## config.mk

```make
export PLATFORM = sky130hd
export DESIGN_NAME = banco_registradores
export DESIGN_NICKNAME = d
export VERILOG_FILES = /design/src/rtl/banco_registradores_pkg.sv /design/src/rtl/banco_registradores_cell.sv /design/src/rtl/banco_registradores.sv
export SDC_FILE = /design/constraint.sdc
export NUM_CORES = 2
export LEC_CHECK = 0
export CORE_ASPECT_RATIO = 1.75
export CORE_MARGIN = 1.5
export CORE_UTILIZATION = 50
export CTS_CLUSTER_DIAMETER = 40
export CTS_CLUSTER_SIZE = 24
export DETAILED_ROUTE_END_ITERATION = 7
export PLACE_DENSITY = 0.77
export SLEW_MARGIN = 0
export SYNTH_ARGS = -nofsm -noshare
export SYNTH_HDL_FRONTEND = slang
export SYNTH_SLANG_ARGS = --single-unit
```

## constraint.sdc

```tcl
create_clock -name ck -period 71.4 [get_ports ck]
set_input_delay 7.14 -clock ck [delete_from_list [all_inputs] [get_ports ck]]
set_output_delay 7.14 -clock ck [all_outputs]
set_load 0.1 [all_outputs]
```

## src/rtl/banco_registradores_pkg.sv

```systemverilog
// Shared sizing defaults for the MIPS-style register file.
package banco_registradores_pkg;

  localparam int unsigned BANCO_DATA_WIDTH = 32;
  localparam int unsigned BANCO_ADDR_WIDTH = 5;

endpackage

```

## src/rtl/banco_registradores_cell.sv

```systemverilog
// One register of the file: DATA_WIDTH flop with asynchronous clear and write enable.
module banco_reg_cell
  import banco_registradores_pkg::*;
#(
  parameter int unsigned DATA_WIDTH = BANCO_DATA_WIDTH
) (
  input  logic                  ck,
  input  logic                  reset_banco,
  input  logic                  en,
  input  logic [DATA_WIDTH-1:0] d,
  output logic [DATA_WIDTH-1:0] q
);

  // Asynchronous clear has priority over a coincident enabled write.
  always_ff @(posedge ck or posedge reset_banco) begin
    if (reset_banco) begin
      q <= '0;
    end else if (en) begin
      q <= d;
    end
  end

endmodule

```

## src/rtl/banco_registradores.sv

```systemverilog
// 2**ADDR_WIDTH-entry register file: two combinational read ports, one synchronous write port,
// register 0 hardwired to zero.
module banco_registradores
  import banco_registradores_pkg::*;
#(
  parameter int unsigned DATA_WIDTH = BANCO_DATA_WIDTH,
  parameter int unsigned ADDR_WIDTH = BANCO_ADDR_WIDTH
) (
  input  logic                  ck,
  input  logic                  reset_banco,
  input  logic [ADDR_WIDTH-1:0] A1,
  input  logic [ADDR_WIDTH-1:0] A2,
  input  logic [ADDR_WIDTH-1:0] A3,
  input  logic [DATA_WIDTH-1:0] WD3,
  input  logic                  WE3,
  output logic [DATA_WIDTH-1:0] RD1,
  output logic [DATA_WIDTH-1:0] RD2
);

  localparam int unsigned NREGS = 2 ** ADDR_WIDTH;

  logic [DATA_WIDTH-1:0] regs [NREGS];
  logic [NREGS-1:1]      wr_en;

  // Write decoder: one-hot of A3 gated by WE3; entry 0 has no storage so no enable.
  always_comb begin
    wr_en = '0;
    for (int i = 1; i < int'(NREGS); i++) begin
      wr_en[i] = WE3 && (A3 == ADDR_WIDTH'(i));
    end
  end

  assign regs[0] = '0;

  for (genvar g = 1; g < int'(NREGS); g++) begin : g_cell
    banco_reg_cell #(
      .DATA_WIDTH (DATA_WIDTH)
    ) u_cell (
      .ck          (ck),
      .reset_banco (reset_banco),
      .en          (wr_en[g]),
      .d           (WD3),
      .q           (regs[g])
    );
  end

  // Read muxes; entry 0 is the constant zero, so no special case is needed here.
  always_comb begin
    RD1 = regs[A1];
    RD2 = regs[A2];
  end

endmodule

```

==> metrics <==
required time worst endpoint 64260 ps; Startpoint Class input pin; DP Worst Slack 51730 ps; Pleak 0.02555 uW; all-layer global routing usage a little under a third; Synth top area share 46.60%; Post-Synth XOR/XNOR Area 0%; Synth cell types 28; Worst R2R Setup Slack ~71000 ps; clk sinks between 900 and 1000; most common cell in the netlist mux2_2; Starting Density 50.37%; grt ovf 0; Worst slew margin between 10% and 20%; final setup violation count 0; Layout Cells excl Fill 4969; I/O pins 114; vias per cell around 6.9; routed wire length per instance 32.66 um; Final min period 19660 ps; status completed; clk slew on worst S/H paths 60 ps; Post-Synth Simple-Gate Area under 10%; crit path DAT 12520 ps; die height 434.8 um; Layout Nets between 3000 and 4000; Filler cells around 8300; Crit Path Class input pin to primary output; Pre-antenna DRT Iters 6; Pwr Density 30.03 nW/um^2; Post-DP HPWL 94800 um; P&R area growth vs syn 11.11%; Max VDD drop roughly 0.028 mV; synthesized instance count 3602; area leader, netlist dfrtp_1; most used cell along the critical path buf_4; CP max-delay cell clkdlybuf4s50_1; Final Skew 0 ps; DRC viols 0; cts bufs inserted 113; largest registers g_cell.u_cell.q (992); Post-CTS Setup Repair Bufs 0; synth warn 0; EDFF count, synth 0; most frequent cells after synthesis mux2_2 (1037), dfrtp_1 (992), mux4_2 (384); Tcrit/Tclk final ~28%; MaxCap Viol Count 0; crit-path max FO 77; core area 105800 sq um; chip width 249.8 um; fmax 50.86 MHz; kind of cell adding the most delay to the critical path buffers and inverters; vias post-DR 34440; Final TNS setup 0 ps; Synth Flop Type dfrtp_1; critical path buffer and inverter count 4; RSZ-0062 raised after global routing no; clock buffer depth 3; Critical Path Sink Type primary output; Final GP Congestion 0.8423; post_cts resized 0; type of the most critical hold path flop to flop; Synth Register Bits 992; adder-cell share of the synthesized area 0%; ratio of cells with drive above 1 in the final layout 49.00%; Largest register FFs roughly 990; Root Driver clkbuf_16; initial antenna violation count 12; Routed Antenna Nets 0; Total Wirelength around 160000 um; syn_area_per_cell 14.79 sq um; crit-path max cell delay 1340 ps; first-pass GRT wire length 243000 um; H-Tree Depth 3; post-synthesis mux area share between 40% and 50%; Compound-Gate Fraction of Synth Area 6.313%; hold-fix buffers at CTS 0; clock latency on the worst-skew pair 750 ps; CTS tree done; Slew Limit Fails 0; largest net degree at the start of global routing 174; share of the yosys chip area belonging to registers roughly 47%; PnR worst setup slack ~52000 ps; async set-or-reset flop fraction in the synthesized netlist 100.0%; PortBufs 113; initial drt markers roughly 2800; total power 1778 uW; synth top area cells dfrtp_1 (47%), mux2_2 (22%), mux4_2 (16%); Post-Syn Nets 3652; Final Hold Viols 0; vias in the first global route between 30000 and 40000; synthesized area 53270 sq um; worst-margin pin slew 1308 ps; largest family of logic cells by synthesized area multiplexers; Std-Cell Rows 158; crit-path cells buf_8, buf_4, buf_4, mux4_2, mux2i_1, and2_1, o31ai_1, clkdlybuf4s50_1; Inst Count DP 4752; Most flops, register g_cell.u_cell.q; die area 108600 sq um
==> worst paths after layout <==
kind,depth (start not counted),end,from
hold / removal,1,g_cell[12].u_cell.q[26]$_DFFE_PP0P_,g_cell[12].u_cell.q[26]$_DFFE_PP0P_
min in group asynchronous,2,g_cell[13].u_cell.q[2]$_DFFE_PP0P_,reset_banco
max in group asynchronous,6,g_cell[16].u_cell.q[10]$_DFFE_PP0P_,reset_banco
setup / recovery,8,RD2[17],A2[0]
setup reg to reg,1,g_cell[20].u_cell.q[27]$_DFFE_PP0P_,g_cell[20].u_cell.q[27]$_DFFE_PP0P_
hold reg to reg,1,g_cell[12].u_cell.q[26]$_DFFE_PP0P_,g_cell[12].u_cell.q[26]$_DFFE_PP0P_
==> power by group <==
part	internal, uW	switching (uW)	leakage [uW]
registers	672	80.1	0.0127
clock network	357	268	0.00195
logic	211	190	0.0109
==> layer usage <==
metal,part of all wire [%],routed length (um),track usage [%],vias to the layer above
met3,8.2,13260,6.022,564
met5,0.062,101,0.04464,-
li1,-,-,-,13790
met2,50,80360,50.24,1699
met4,5.9,9628,16.81,16
met1,36,58920,36.84,18370
==> placed cells by master (no fill, tap or decap), drive strengths merged <==
cell and n:
mux2 1056, dfrtp 992, mux4 384, mux2i 192, a22o 192, clkbuf 130, clkdlybuf4s50 103, buf 89
and2 66, o22ai 64, a211oi 64, o31ai 64, o21ai 64, inv 34, clkinv 27, nor2 15
nand2 15, clkinvlp 14, bufinv 12, nor2b 8, nand2b 5, nand3 4, diode 3, nand4b 3
nor3 3, or3 3, nor3b 2, nand4 1
==> cell type report <==
type / instances / area, sq um / share of cell area, %
sequential: 992 / 24820 / 41.94
clock inverter: 84 / 1044 / 1.763
antenna: 3 / 7.507 / 0.01268
multi-input combinational: 2205 / 26790 / 45.26
tap: 1360 / 1702 / 2.875
inverter: 3 / 18.77 / 0.03171
timing repair buffer: 192 / 1787 / 3.018
clock buffer: 130 / 3023 / 5.107
==> per-stage QoR <==
stage / cell area, sq um / util (%) / hold slack (ps)
after global routing: 59190 / 55.96 / 532.9
after floorplan: 53270 / - / 469.7
final: 59190 / 55.97 / 508.3
after CTS: 59190 / 55.96 / 510.5
after detailed placement: 55120 / 52.12 / 498.1
after global placement: 55120 / 52.12 / 479.6
==> cells by family (layout without fill, tap and decap cells) <==
logic type / after synthesis / after routing
DFF: 992 / 992
and+or+nand+nor: 125 / 125
muxes: 1632 / 1632
AOI/OAI and AO/OA: 448 / 448
other: 0 / 3
buffers and inverters: 405 / 409
Power figures use the tool's default switching activity.
